`src/rtl/trivium_wide.sv`:
```
`default_nettype none
// ============================================================================
// Module   : trivium_wide
// Purpose  : Trivium keystream generator that applies W bit-rounds per
//            advancing clock cycle (combinationally unrolled). Loads an
//            80-bit key and 80-bit IV, runs INIT_ROUNDS warm-up rounds,
//            then emits W keystream bits per accepted cycle over a
//            valid/ready handshake.
// Revision : 1.0  initial release
// ----------------------------------------------------------------------------
// Parameters
//   W           : keystream bits per accepted cycle (1,2,4,8,16,32,64)
//   INIT_ROUNDS : warm-up bit-rounds, multiple of W (1152 for Trivium)
// Ports
//   clk       in   rising-edge clock
//   rst       in   synchronous active-high reset
//   enable    in   global advance enable; low freezes everything
//   start     in   load key/iv and begin initialisation
//   key       in   [79:0] key,  key[i] = K(i+1)
//   iv        in   [79:0] IV,   iv[i]  = IV(i+1)
//   busy      out  high while initialising
//   ks_valid  out  ks_data holds W valid keystream bits
//   ks_ready  in   consumer accepts ks_data when ks_valid is high
//   ks_data   out  [W-1:0] keystream, bit 0 is the earliest bit
// ============================================================================
module trivium_wide #(
    parameter int W           = 8,
    parameter int INIT_ROUNDS = 1152
) (
    input  logic         clk,
    input  logic         rst,
    input  logic         enable,
    input  logic         start,
    input  logic [79:0]  key,
    input  logic [79:0]  iv,
    output logic         busy,
    output logic         ks_valid,
    input  logic         ks_ready,
    output logic [W-1:0] ks_data
);

    // Number of enabled cycles spent in INIT, and a counter wide enough to
    // hold that value without wrapping.
    localparam int c_INIT_CYC = INIT_ROUNDS / W;
    localparam int c_CNT_W    = (c_INIT_CYC < 1) ? 1 : $clog2(c_INIT_CYC + 1);
    localparam logic [c_CNT_W-1:0] c_CNT_LAST = c_CNT_W'(c_INIT_CYC - 1);
    localparam logic [c_CNT_W-1:0] c_CNT_ONE  = c_CNT_W'(1);

    typedef enum logic [1:0] {
        ST_IDLE = 2'd0,
        ST_INIT = 2'd1,
        ST_RUN  = 2'd2
    } state_t;

    state_t               r_fsm;
    logic [287:0]         r_state;     // r_state[i-1] holds Trivium s(i)
    logic [c_CNT_W-1:0]   r_cnt;
    logic                 r_busy;
    logic                 r_valid;

    logic [287:0]         w_load;
    logic [287:0]         w_next;
    logic [W-1:0]         w_ks;

    // Initial state layout:
    //   s1..s80    = key      s81..s93   = 0
    //   s94..s173  = iv       s174..s285 = 0
    //   s286..s288 = 1
    assign w_load = {3'b111, 112'b0, iv, 13'b0, key};

    // W chained Trivium rounds. Round j reads the state produced by round
    // j-1 and contributes keystream bit j, so bit 0 is the oldest bit.
    always_comb begin : comb_rounds
        logic [287:0] v_s;
        logic         v_t1;
        logic         v_t2;
        logic         v_t3;
        v_s  = r_state;
        v_t1 = 1'b0;
        v_t2 = 1'b0;
        v_t3 = 1'b0;
        w_ks = '0;
        for (int j = 0; j < W; j++) begin
            v_t1 = v_s[65]  ^ v_s[92];
            v_t2 = v_s[161] ^ v_s[176];
            v_t3 = v_s[242] ^ v_s[287];
            w_ks[j] = v_t1 ^ v_t2 ^ v_t3;
            v_t1 = v_t1 ^ (v_s[90]  & v_s[91])  ^ v_s[170];
            v_t2 = v_t2 ^ (v_s[174] & v_s[175]) ^ v_s[263];
            v_t3 = v_t3 ^ (v_s[285] & v_s[286]) ^ v_s[68];
            // Three shift registers: s1..s93 take t3, s94..s177 take t1,
            // s178..s288 take t2; the top bit of each register drops out.
            v_s = {v_s[286:177], v_t2, v_s[175:93], v_t1, v_s[91:0], v_t3};
        end
        w_next = v_s;
    end

    // Control FSM and state register. A start with enable set always wins,
    // including over a simultaneous consume in RUN.
    always_ff @(posedge clk) begin
        if (rst) begin
            r_fsm   <= ST_IDLE;
            r_state <= '0;
            r_cnt   <= '0;
            r_busy  <= 1'b0;
            r_valid <= 1'b0;
        end else if (enable) begin
            if (start) begin
                r_fsm   <= ST_INIT;
                r_state <= w_load;
                r_cnt   <= '0;
                r_busy  <= 1'b1;
                r_valid <= 1'b0;
            end else begin
                case (r_fsm)
                    ST_INIT: begin
                        r_state <= w_next;
                        r_cnt   <= r_cnt + c_CNT_ONE;
                        if (r_cnt == c_CNT_LAST) begin
                            r_fsm   <= ST_RUN;
                            r_busy  <= 1'b0;
                            r_valid <= 1'b1;
                        end
                    end
                    ST_RUN: begin
                        if (ks_ready) begin
                            r_state <= w_next;
                        end
                    end
                    default: begin
                        r_fsm <= ST_IDLE;
                    end
                endcase
            end
        end
    end

    assign busy     = r_busy;
    assign ks_valid = r_valid;
    // Keystream is a pure function of the state register, so it is stable
    // whenever the state is held.
    assign ks_data  = w_ks;

endmodule
`default_nettype wire

```
`config.mk`:
```
export PLATFORM = sky130hd
export DESIGN_NAME = trivium_wide
export DESIGN_NICKNAME = d
export VERILOG_FILES = /design/src/rtl/trivium_wide.sv
export SDC_FILE = /design/constraint.sdc
export NUM_CORES = 1
export LEC_CHECK = 0
export ABC_AREA = 1
export ABC_CLOCK_PERIOD_IN_PS = 2100
export CORE_ASPECT_RATIO = 0.8
export CORE_UTILIZATION = 55
export CTS_BUF_LIST = sky130_fd_sc_hd__clkbuf_4
export CTS_CLUSTER_SIZE = 28
export DETAILED_ROUTE_END_ITERATION = 12
export MAX_ROUTING_LAYER = met4
export PLACE_DENSITY = 0.79
export SYNTH_ARGS = -nofsm -noshare
export SYNTH_HDL_FRONTEND = slang
export SYNTH_SLANG_ARGS = --single-unit
```
`constraint.sdc`:
```
create_clock -name clk -period 2.1 [get_ports clk]
set_input_delay 0.42 -clock clk [delete_from_list [all_inputs] [get_ports clk]]
set_output_delay 0.42 -clock clk [all_outputs]
set_load 0.01 [all_outputs]
```
After elaboration in Yosys (flattened, before gate mapping)
Index checks and enable logic that the tools add are counted.
{"block": "op_classes", "n_reduce_logical": 7, "n_mul": 0, "n_div": 0, "eq_ne": 6, "n_shift": 0, "muxes": 14, "n_bitwise": 112, "order_cmp": 0, "n_addsub": 1}
{"op": "$mux W288", "count": 2}
{"op": "$pmux W288 S2", "count": 1}
{"op": "$xor A1 B1 Y1", "count": 88}
{"op": "$and A1 B1 Y1", "count": 24}
{"op": "$mux W8", "count": 2}
{"op": "$reduce_and A3 Y1", "count": 3}
{"op": "$add A8 B1 Y8 const B", "count": 1}
{"op": "$eq A8 B8 Y1 const B", "count": 1}
{"op": "$mux W1", "count": 6}
{"op": "$ne A3 B3 Y1 const B", "count": 2}
{"op": "$mux W2", "count": 2}
{"op": "$pmux W2 S2", "count": 1}
{"op": "$reduce_bool A2 Y1", "count": 2}
{"op": "$reduce_bool A3 Y1", "count": 1}
{"op": "$eq A2 B1 Y1 const B", "count": 1}
{"op": "$eq A2 B2 Y1 const B", "count": 1}
{"op": "$ne A2 B2 Y1 const B", "count": 1}
{"op": "$reduce_and A2 Y1", "count": 1}
{"block": "word_totals", "reg_bits": 300, "rom_bits": 0, "output_inout_bits": 10, "mem_count": 0, "latchBits": 0, "wordCells": 145, "ramBits": 0}

Logic depth before layout (Yosys ltp)
{"block": "logic_depth", "word_depth": 6, "depth_mapped": 11, "mapped_depth_nobuf": 9}

Least setup slack after synthesis
No wires, ideal clock.
{"block": "synth_timing", "path_kind": "input-to-reg", "from": "in enable", "to": "reg r_state[29]", "path_slack_ns": 0.535, "setup_ns": 0.116, "t_arrival_ns": 1.449, "stages": 7, "path_cell_list": "buf_2 > nand4_4 > nand2_4 > buf_4 > buf_1 > nand3_1 > o211a_1"}
{"block": "synth_between", "elab_chain_cells": 1}
{"element": "from (decl)", "line": "32", "rtl": "input logic enable,"}
{"element": "$reduce_and A3 Y1 (no source line)"}
{"element": "to (signal assigned)", "line": "110", "rtl": "r_state <= w_load;"}
{"element": "to (signal assigned)", "line": "117", "rtl": "r_state <= w_next;"}
{"element": "to (signal assigned)", "line": "127", "rtl": "r_state <= w_next;"}
{"element": "to (decl)", "line": "56", "rtl": "logic [287:0] r_state;"}
No other way between the ends.
A chain may end at the register's enable or synchronous reset.

Worst setup path in the final report
{"block": "layout_timing", "from": "reg r_state[158]", "to": "out ks_data[3]"}
{"block": "layout_between", "elab_chain_cells": 3}
{"element": "$xor A1 B1 Y1", "line": "85", "rtl": "v_t2 = v_s[161] ^ v_s[176];"}
{"element": "$xor A1 B1 Y1 (2 in series)", "line": "87", "rtl": "w_ks[j] = v_t1 ^ v_t2 ^ v_t3;"}
{"element": "to (decl)", "line": "39", "rtl": "output logic [W-1:0] ks_data"}
No other way between the ends.

==> metrics.txt <==
Area after DPL=about 0.016 mm^2; count of yosys warnings during synthesis=0; Critical Path Max Stage Delay=350 ps; Die Height=around 140 um; number of global-route vias before repair=12200; DRC=0; Worst Hold Class=input port to flop; Final nets=2197; Die W=approximately 180 um; clock network power share=0.366; Pre-antenna DRT Iters=6; Clk Latency, worst-skew pair=approximately 690 ps; VDD IR-drop max=0.000521 V; switching power share of the total=0.270; DP HPWL=24500 um; area growth from synthesis to layout=26.4%; startpoint types=flop; Synth area leader=dfxtp_1; total die area=around 0.026 mm^2; gpl congestion=slightly above 0.9; total routed wirelength=around 38000 um; Final ANT Viol Nets=0; Yosys top cell area share=0.438; drt initial violations=1325; minimum clock period=between 2000 and 2500 ps; internal power=around 9.5 mW; critical-path maximum fanout=3; slowest CP cell=dfxtp_2; CTS max path bufs=3; initial antenna violation count=1; dpl ws=-61.5 ps; Root Buffer=clkbuf_4; CTS tree=built; Reg clk slew, reported paths=70 ps; largest net degree at the start of global routing=between 150 and 200; Vias/cell=about 5.6; ys flop type=dfxtp_1; Buffers on Ports=roughly 170; final instance count without filler cells=roughly 2400; Fmax=roughly 0.45 GHz; Starting Density=0.563; synth top area cells=dfxtp_1, nand2_1, nand3_1, o211a_1, a21oi_1; global-route wire length before repair=59400 um; Worst-Margin Slew=between 700 and 800 ps; PnR worst setup slack=-135 ps; Pwr per Cell Area=748 mW/mm^2; CP endpoint kind=primary output; post-synthesis sequential area ratio=0.438; final worst-path cycle share=1.06; H-tree levels=3; Final Setup Violations=8; most common cell in the netlist=nand2_1; Distinct cells, synth=24; vias post-DR=~13000; DP Cell Count=around 2300; worst path arrival time=1810 ps; Hold Buf Count CTS=0; Slew headroom=0.477; Post-synth top cells=nand2_1, dfxtp_1, nand3_1, a21oi_1, o211a_1; Leakage Power=~7.7 nW; sequential power share=0.476; Worst EP required=approximately 1700 ps; RSZ-0062 raised after global routing=true; drt wl/cell=approximately 16 um; fraction of layout cells with a size suffix above 1=0.153; Switch Pwr=about 3.5 mW; Post-synth EDFFs=0; Num CTS Buffers=75; Top Family by Delay on Critical Path=XOR/XNOR gates; CP Class=flop to primary output; FFs w/ async S/R, synth=0; max-slew violation count=0; I/O pins=about 180; status=complete, but fails checks; Syn Inst Count=1830; clk_skew=36.0 ps; worst path bufs/invs=2; maxcap violations=0; Comb power frac=0.158; Mapped Nets=~2000; failing checks=setup timing; Synth Register Bits=300; final instance area=about 0.017 mm^2; GRT Resource Usage Total=0.299; final hold violation count=0; Synth Area per Inst=7.49 um^2; Mapped Area=approximately 0.014 mm^2; CP Cell Sequence=inv_1, nand2_1, nand2_2, xor2_2, xor2_1, buf_2; clock sinks=300; core area=0.0244 mm^2; FP Rows=slightly above 50; Overflow after GRT=0
layout by cell type, fill, tap and decap left out, types with 2 or more instances in the layout:
master	count
nand2_2	8
a21oi_1	182
inv_2	9
clkbuf_4	111
o211a_1	129
xnor2_2	8
buf_12	20
dfxtp_2	17
nand3b_1	6
nand3_1	279
buf_2	6
nand2_1	512
dfxtp_1	267
inv_4	3
nor2_1	78
clkdlybuf4s50_1	164
xor2_2	7
o21ai_0	54
xor2_4	4
xor2_1	11
buf_4	84
nor3_1	2
clkinv_1	3
nand2_4	5
dfxtp_4	16
or2_2	10
inv_1	60
xnor2_4	4
nand4_1	2
xnor2_1	6
per-stage QoR:
stage                     TNS, ps  utilization  total power, mW  hold WS [ps]
after global placement      -52.5        0.656             8.18           444
after detailed placement    -61.5        0.656             8.22           451
final                        -654        0.711             13.0           132
after floorplan                 0            -             7.35           436
after global routing        -1340        0.711             13.5           101
after CTS                    -987        0.704             13.0          76.7
final cells by class:
| class | count | area (um^2) |
|---|---|---|
| diodes | 1 | 2.50 |
| clock buffers | 111 | 833 |
| clock inverters | 7 | 56.3 |
| fillers | 1890 | 7040 |
| inverters | 70 | 270 |
| multi-input cells | 1310 | 6990 |
| flip-flops and latches | 300 | 6090 |
| well taps | 318 | 398 |
| repair buffers | 274 | 2700 |
worst min-delay path, stage by stage:
cell	delay [ps]
buf_4	110
inv_4	100
o211a_1	140
cells by family after synthesis:
| family | synth area share |
|---|---|
| simple gates | 0.280 |
| compound gates | 0.180 |
| buf+inv | 0.0756 |
| flops | 0.438 |
| xor+xnor | 0.0255 |
| fa+ha+maj | 0.000912 |
per-layer routing:
| metal | share of wire | global-route usage |
|---|---|---|
| met1 | 0.45 | 0.398 |
| met2 | 0.44 | 0.449 |
| met3 | 0.080 | 0.0562 |
| met4 | 0.030 | 0.112 |
| met5 | 0 | - |
registers in the layout, summed over array words and instances (netlist names):
name      cells
r_state     288
r_cnt         8
r_fsm         2
busy          1
ks_valid      1
timing repair:
action / 4_1_cts / 5_1_grt
pin swaps: 22 / 24
buffers inserted: 9 / 5
setup endpoints to repair: 8 / 8
gates resized for setup: 96 / 40
power groups by stage:
stage                     Combinational (mW)  Clock (mW)  Sequential (mW)
after detailed placement                1.94           0             6.27
after global placement                  1.92           0             6.26
final                                   2.04        4.74             6.18
after CTS                               1.98        4.82             6.16
after global routing                    2.21        5.13             6.20
after floorplan                         1.13           0             6.22
path summary, 6_finish.rpt:
check,startpoint,to,slack [ps],cells after the start
worst max-delay path,r_state[158],ks_data[3],-130,6
worst min-delay path,rst,r_state[159],130,3
worst max register to register,r_fsm[1],r_state[87],400,10
worst min register to register,r_state[211],r_state[219],440,2
Power figures use the tool's default switching activity.
